### src/rtl/digit_serial_addsub_pkg.sv
// rtl/digit_serial_addsub_pkg.sv - shared FSM encoding and counter-width helper for digit_serial_addsub
package digit_serial_addsub_pkg;

  typedef enum logic [1:0] {
    ST_IDLE = 2'd0,
    ST_RUN  = 2'd1,
    ST_DONE = 2'd2
  } state_t;

  // A single-digit operation still needs a one-bit counter to keep the logic uniform.
  function automatic int CNT_W(input int n, input int d);
    int w;
    w = $clog2(n / d);
    return (w < 1) ? 1 : w;
  endfunction

endpackage

### src/rtl/fulladderNb.sv
// rtl/fulladderNb.sv - N-bit ripple full adder used as the digit slice
module fulladderNb #(
  parameter int N = 4
) (
  input  logic [N-1:0] a,
  input  logic [N-1:0] b,
  input  logic         cin,
  output logic [N-1:0] s,
  output logic         cout
);

  logic [N:0] sum;

  assign sum  = {1'b0, a} + {1'b0, b} + {{N{1'b0}}, cin};
  assign s    = sum[N-1:0];
  assign cout = sum[N];

endmodule

### src/rtl/digit_serial_addsub.sv
// rtl/digit_serial_addsub.sv - digit-serial add/subtract unit, D bits per clock over N-bit operands
module digit_serial_addsub
  import digit_serial_addsub_pkg::*;
#(
  parameter int N = 8,
  parameter int D = 2
) (
  input  logic         clk,
  input  logic         rst,
  input  logic         start,
  input  logic         sub,
  input  logic [N-1:0] a,
  input  logic [N-1:0] b,
  input  logic         cin,
  output logic         busy,
  output logic         done,
  output logic [N-1:0] s,
  output logic         cout,
  output logic         ovf
);

  localparam int CW   = CNT_W(N, D);
  localparam int LAST = N / D - 1;

  if ((D < 1) || (D > N) || ((N % D) != 0)) begin : g_bad_params
    $error("digit_serial_addsub: N must be a multiple of D and 1 <= D <= N");
  end

  state_t        state_q;
  logic [N-1:0]  a_q, b_q, s_q;
  logic [CW-1:0] cnt_q;
  logic          carry_q, a_msb_q, b_msb_q;
  logic          busy_q, done_q, cout_q, ovf_q;

  logic [D-1:0]  digit_sum;
  logic          digit_cout;
  logic [N-1:0]  b_eff_d, s_d;
  logic          ovf_d, accept_d, last_d;

  fulladderNb #(.N(D)) u_digit (
    .a    (a_q[D-1:0]),
    .b    (b_q[D-1:0]),
    .cin  (carry_q),
    .s    (digit_sum),
    .cout (digit_cout)
  );

  // Subtraction inverts B and the borrow once here; the digit loop only ever adds.
  assign b_eff_d  = sub ? ~b : b;
  assign accept_d = start && ((state_q == ST_IDLE) || (state_q == ST_DONE));
  assign last_d   = (cnt_q == CW'(LAST));
  assign s_d      = N'({digit_sum, s_q} >> D);
  assign ovf_d    = (a_msb_q == b_msb_q) && (s_d[N-1] != a_msb_q);

  always_ff @(posedge clk or posedge rst) begin
    if (rst) begin
      state_q <= ST_IDLE;
      a_q     <= '0;
      b_q     <= '0;
      s_q     <= '0;
      cnt_q   <= '0;
      carry_q <= 1'b0;
      a_msb_q <= 1'b0;
      b_msb_q <= 1'b0;
      busy_q  <= 1'b0;
      done_q  <= 1'b0;
      cout_q  <= 1'b0;
      ovf_q   <= 1'b0;
    end else begin
      if (accept_d) begin
        a_q     <= a;
        b_q     <= b_eff_d;
        carry_q <= cin ^ sub;
        cnt_q   <= '0;
        a_msb_q <= a[N-1];
        b_msb_q <= b_eff_d[N-1];
      end
      case (state_q)
        ST_IDLE: begin
          done_q <= 1'b0;
          if (start) begin
            state_q <= ST_RUN;
            busy_q  <= 1'b1;
          end
        end
        ST_RUN: begin
          a_q     <= a_q >> D;
          b_q     <= b_q >> D;
          s_q     <= s_d;
          carry_q <= digit_cout;
          if (last_d) begin
            state_q <= ST_DONE;
            busy_q  <= 1'b0;
            done_q  <= 1'b1;
            cout_q  <= digit_cout;
            ovf_q   <= ovf_d;
          end else begin
            cnt_q <= cnt_q + CW'(1);
          end
        end
        ST_DONE: begin
          done_q <= 1'b0;
          if (start) begin
            state_q <= ST_RUN;
            busy_q  <= 1'b1;
          end else begin
            state_q <= ST_IDLE;
          end
        end
        default: begin
          state_q <= ST_IDLE;
          busy_q  <= 1'b0;
          done_q  <= 1'b0;
        end
      endcase
    end
  end

  assign busy = busy_q;
  assign done = done_q;
  assign s    = s_q;
  assign cout = cout_q;
  assign ovf  = ovf_q;

endmodule

### config.mk
export PLATFORM = sky130hd
export DESIGN_NAME = digit_serial_addsub
export DESIGN_NICKNAME = d
export VERILOG_FILES = /design/src/rtl/digit_serial_addsub_pkg.sv /design/src/rtl/fulladderNb.sv /design/src/rtl/digit_serial_addsub.sv
export SDC_FILE = /design/constraint.sdc
export NUM_CORES = 1
export LEC_CHECK = 0
export ABC_AREA = 1
export CAP_MARGIN = 10
export CORE_ASPECT_RATIO = 0.75
export CORE_UTILIZATION = 53
export CTS_CLUSTER_DIAMETER = 40
export CTS_CLUSTER_SIZE = 12
export DETAILED_ROUTE_END_ITERATION = 6
export GPL_TIMING_DRIVEN = 0
export PLACE_DENSITY = 0.78
export SKIP_CTS_REPAIR_TIMING = 1
export SYNTH_ARGS = -nofsm -noshare
export SYNTH_HDL_FRONTEND = slang
export SYNTH_SLANG_ARGS = --single-unit
export TNS_END_PERCENT = 100
### constraint.sdc
create_clock -name clk -period 5.04 [get_ports clk]
set_input_delay 1.008 -clock clk [delete_from_list [all_inputs] [get_ports clk]]
set_output_delay 1.008 -clock clk [all_outputs]
set_load 0.01 [all_outputs]
---- After elaboration in Yosys (flattened, before gate mapping) ----
Index checks and enable logic that the tools add are counted.
cells by class
  bitwise gates (word level) .............. 2
  $add $sub $neg .......................... 3
  reduce and logical (&&, ||, !) cells .... 9
  multiplexer cells ....................... 19
  equal/unequal tests ..................... 8
operator list
  kind                   number
  $mux W8                5
  $mux W2                5
  $not A8 Y8             1
  $mux W1                7
  $pmux W2 S3            1
  $reduce_and A2 Y1      3
  $eq A2 B2 Y1 const B   2
  $ne A2 B2 Y1 const B   2
  $add A2 B2 Y3          1
  $add A3 B1 Y3          1
  $add A2 B1 Y2 const B  1
  $eq A2 B1 Y1 const B   1
  $logic_and A1 B1 Y1    2
  $logic_not A2 Y1       1
  $ne A2 B1 Y1 const B   1
  $pmux W1 S2            1
  $reduce_bool A2 Y1     1
  $reduce_or A2 Y1       1
  $eq A1 B1 Y1           1
  $logic_or A1 B1 Y1     1
  $ne A1 B1 Y1           1
  $xor A1 B1 Y1          1
storage, ports and cells
  input bits .............................. 21
  logic and storage cells ................. 53
  flip-flop bits (word level) ............. 35

---- Longest topological paths before layout ----
  depth in word-level cells ............... 6
  mapped depth ............................ 8

---- Cells and area by module ----
From an unflattened synthesis, not the netlist that was laid out.
second synthesis, totals
  cells, all modules ...................... 220
  area, all modules ....................... 1745.4 um2
by module, submodules not included
  module               instances  seq. area each (um2)  cells an instance  area each (um2)
  digit_serial_addsub  1          875.8                 210                1675.4
  fulladderNb          1          0.0                   10                 70.1

---- Worst setup path after synthesis ----
No wires, ideal clock.
  kind .................................... register to register
  from .................................... register a_q[0]
  to ...................................... register ovf_q (netlist: ovf)
  buffers on the path ..................... 0
  stages on the path, launching flop included .. 9
  setup time .............................. 0.116 ns
  clock period less this slack ............ 1.665 ns
  arrival time ............................ 1.548 ns
  data required time ...................... 4.924 ns
  setup slack ............................. 3.375 ns
  path through ............................ dfrtp_1 -> inv_1 -> fa_1 -> fa_1 -> inv_1 -> nand2_1 -> nand2_1 -> nand2_1 -> nand2_1
on the way
  cells in the longest elaborated chain, start to end .. 4
RTL lines
  what                    RTL line                   RTL
  from (decl)             digit_serial_addsub.sv:30  logic [N-1:0] a_q, b_q, s_q;
  from (signal assigned)  digit_serial_addsub.sv:87  a_q <= a_q >> D;
  $add A2 B2 Y3           fulladderNb.sv:14          assign sum = {1'b0, a} + {1'b0, b} + {{N{1'b0}}, cin};
  $add A3 B1 Y3           fulladderNb.sv:14
  $ne A1 B1 Y1            digit_serial_addsub.sv:53  assign ovf_d = (a_msb_q == b_msb_q) && (s_d[N-1] != a_msb_q);
  $logic_and A1 B1 Y1     digit_serial_addsub.sv:53
  to (signal assigned)    digit_serial_addsub.sv:96  ovf_q <= ovf_d;
  to (decl)               digit_serial_addsub.sv:33  logic busy_q, done_q, cout_q, ovf_q;
Every way passes these cells.
A chain may end at the register's enable or synchronous reset.

---- Worst setup path after layout ----
  from .................................... register s_q[6] (netlist: s[6])
  to ...................................... output port s[6]
RTL lines
  what                    RTL line                   RTL
  from (decl)             digit_serial_addsub.sv:30
  from (signal assigned)  digit_serial_addsub.sv:60  s_q <= '0;
  from (signal assigned)  digit_serial_addsub.sv:89  s_q <= s_d;
  to (decl)               digit_serial_addsub.sv:17  output logic [N-1:0] s,
No word-level cell between the ends.

==> impl_metrics.py <==
metrics = {
    "yosys": {
        "synth_area_mm2": 0.00172,
        "synth_most_common_cell": "nand2_1",
        "synthFlopType": "dfrtp_1",
        "synth_top_area_share_pct": 50.8,
        "post_synth_inst_count": 218,
        "syn_area_per_cell_um2": 7.91,
        "synth_area_leaders": "dfrtp_1, nand2_1, nand3_1, inv_1, fa_1",
        "synth.distinct_cells": 17,
        "synth-edff-count": 0,
        "yosys.area.top_type": "dfrtp_1",
        "seq_area_frac_synth_pct": 50.8,
        "ys_ff_latch": 35,
        "ys_top_cells_by_count": "nand2_1, nand3_1, dfrtp_1",
        "ys_async_sr_fraction_pct": 100,
        "yosysWarnings": 0,
        "synthesis.nets": 242,
    },
    "floorplan": {
        "die-area_mm2": 0.00349,
        "core_mm2": 0.00302,
        "num_rows": 17,
        "initial_core_util_pct": 57.1,
        "dieWidth_um": 67.9,
        "ios": 33,
        "dieHeight_um": 51.4,
    },
    "detailed_routing": {
        "route.vias.total": 1419,
        "dr.pass1.iters": 4,
        "dr.first_iter.drc_count": 67,
        "viasPerCell": 4.79,
        "avgRoutedWirePerCell_um": 10.6,
        "drtAntennaViolNets": 0,
        "drcViolationCount": 0,
        "routed_wl_mm": 3.14,
    },
    "pwr": {
        "ir_drop_v": 0.000281,
        "powerDensity_mw_per_mm2": 591,
        "total_power_mw": 1.29,
        "power_leakage_nw": 1.17,
    },
    "placed_design": {
        "pre_cts_ws_ns": 2.88,
        "port_buffers": 31,
        "place_congestion": 0.737,
        "dp_hpwl_mm": 2.36,
    },
    "critical_path": {
        "crit_path_cell_trace": "clkdlybuf4s50_1",
        "critPathCaptureType": "output pin",
        "path_buf_inv": 1,
        "crit_fanout": 3,
        "path_class": "reg -> out",
        "critPathTopFamily": "buffers and inverters",
        "cp_slowest_cell": "clkdlybuf4s50_1",
        "slowest_delay_ns": 0.54,
        "worstSetupStartpointType": "flop",
        "arrival_ns": 1.20,
        "crit_required_ns": 4.03,
    },
    "final_layout": {
        "diodes": 0,
        "area_growth_pct": 26.6,
        "layout-drive-gt1-share_pct": 9.30,
        "final_core_util_pct": 72.2,
        "finalNetCount": 281,
        "final.fill_count": 261,
    },
    "timing": {
        "hold_violations": 0,
        "period_share_pct": 43.9,
        "slew_headroom_pct": 47.8,
        "hold_slack_ns": 0.475,
        "final_max_slew_viol_count": 0,
        "finalSetupTns_ns": 0,
        "tightest_slew_ns": 0.782,
        "fin_crit_ns": 2.21,
        "setup_ws_ns": 2.83,
        "setup_violations": 0,
        "finClkSkew_ns": 0.00842,
        "rsz0062_at_grt": "no",
        "max_freq_ghz": 0.452,
    },
    "clock_network": {
        "cts_tree": "built",
        "clockBufferDepth": 2,
        "htreeDepth": 2,
        "cts_sinks": 35,
        "numCtsBuffers": 5,
        "cts_root_buffer": "clkbuf_8",
        "clock_latency_ns": 0.28,
        "cts.clk_slew.worst_paths_ns": 0.07,
    },
    "min_path": {
        "hold_class": "reg -> reg",
    },
    "global_routing": {
        "grt_pass1_vias": 1356,
        "antenna_found_initial": 0,
        "overflow": 0,
        "grt_max_degree": 22,
        "grt_usage_pct": 21.7,
        "grt_first_pass_wirelength_mm": 5.59,
    },
    "run_status": {
        "run_status": "complete, no violations",
    },
    "run": {
        "cap_viol_max_count": 0,
    },
}
## sequential cells by signal (all words and copies together) (netlist names), 2 cells and up
name	flops
a_q	8
b_q	8
s	8
cnt_q	2
state_q	2
## metrics by stage
| stage | instances | area [um2] |
|---|---|---|
| floorplan | 218 | 1720 |
| global placement | 287 | 2080 |
| detailed placement | 288 | 2100 |
| CTS | 296 | 2180 |
| global route | 296 | 2180 |
| finish | 296 | 2180 |
## final timing paths
| kind | startpoint | end | slack (ns) | depth (start not counted) |
|---|---|---|---|---|
| worst max-delay path | s[6]$_DFFE_PP0P_ | s[6] | 2.83 | 1 |
| worst min-delay path | a_q[7]$_DFFE_PP0P_ | a_q[7]$_DFFE_PP0P_ | 0.47 | 2 |
| min in group asynchronous | rst | busy$_DFFE_PP0P_ | 1.18 | 2 |
| worst max register to register | a_q[0]$_DFFE_PP0P_ | ovf$_DFFE_PP0P_ | 3.24 | 8 |
| max in group asynchronous | rst | b_q[1]$_DFFE_PP0P_ | 3.28 | 3 |
| worst min register to register | a_q[7]$_DFFE_PP0P_ | a_q[7]$_DFFE_PP0P_ | 0.47 | 2 |
## power breakdown
group          total [mW]  internal, mW  switching (mW)
combinational       0.617         0.276           0.341
clock               0.192        0.0964          0.0959
sequential          0.481         0.410          0.0711
## cells in the final DEF, fill, tap and decap left out
master and instances:
nand2_1 93, nand3_1 38, dfrtp_1 35, clkdlybuf4s50_1 31
inv_1 27, clkbuf_8 5, buf_4 4, nor2_1 4
inv_2 3, buf_6 3, o21ai_2 2, fa_1 2
nand2_4 1, buf_2 1, nor2_4 1, o21ai_0 1
or2_2 1, xor2_1 1, ha_1 1, clkinv_2 1
clkinvlp_4 1, clkbuf_1 1, buf_8 1
## cell type report
| class | count | area, um2 | share of cell area [%] |
|---|---|---|---|
| multi-input cells | 145 | 667 | 30.6 |
| inverters | 30 | 113 | 5.16 |
| clock inverters | 2 | 12.5 | 0.573 |
| clock buffers | 6 | 72.6 | 3.33 |
| repair buffers | 32 | 325 | 14.9 |
| well taps | 38 | 47.5 | 2.18 |
| plain buffers | 8 | 68.8 | 3.15 |
| flip-flops and latches | 35 | 876 | 40.1 |
## kinds of logic (layout without fill, tap and decap cells)
group | count (synthesis) | after routing | synth area share, %
simple gates | 138 | 138 | 33.8
compound gates | 3 | 3 | 1.31
fa+ha+maj | 3 | 3 | 3.05
xor+xnor | 1 | 1 | 0.508
buf+inv | 38 | 78 | 10.5
flops | 35 | 35 | 50.8
## metal layers
layer	vias to the layer above	wire [um]	global-route usage, %
met5	-	0	0
met4	0	18	7.29
met3	4	134	4.69
met2	36	1370	34.2
met1	640	1620	29.7
li1	739	-	-
Note: power is estimated with default switching activity, not from simulation.
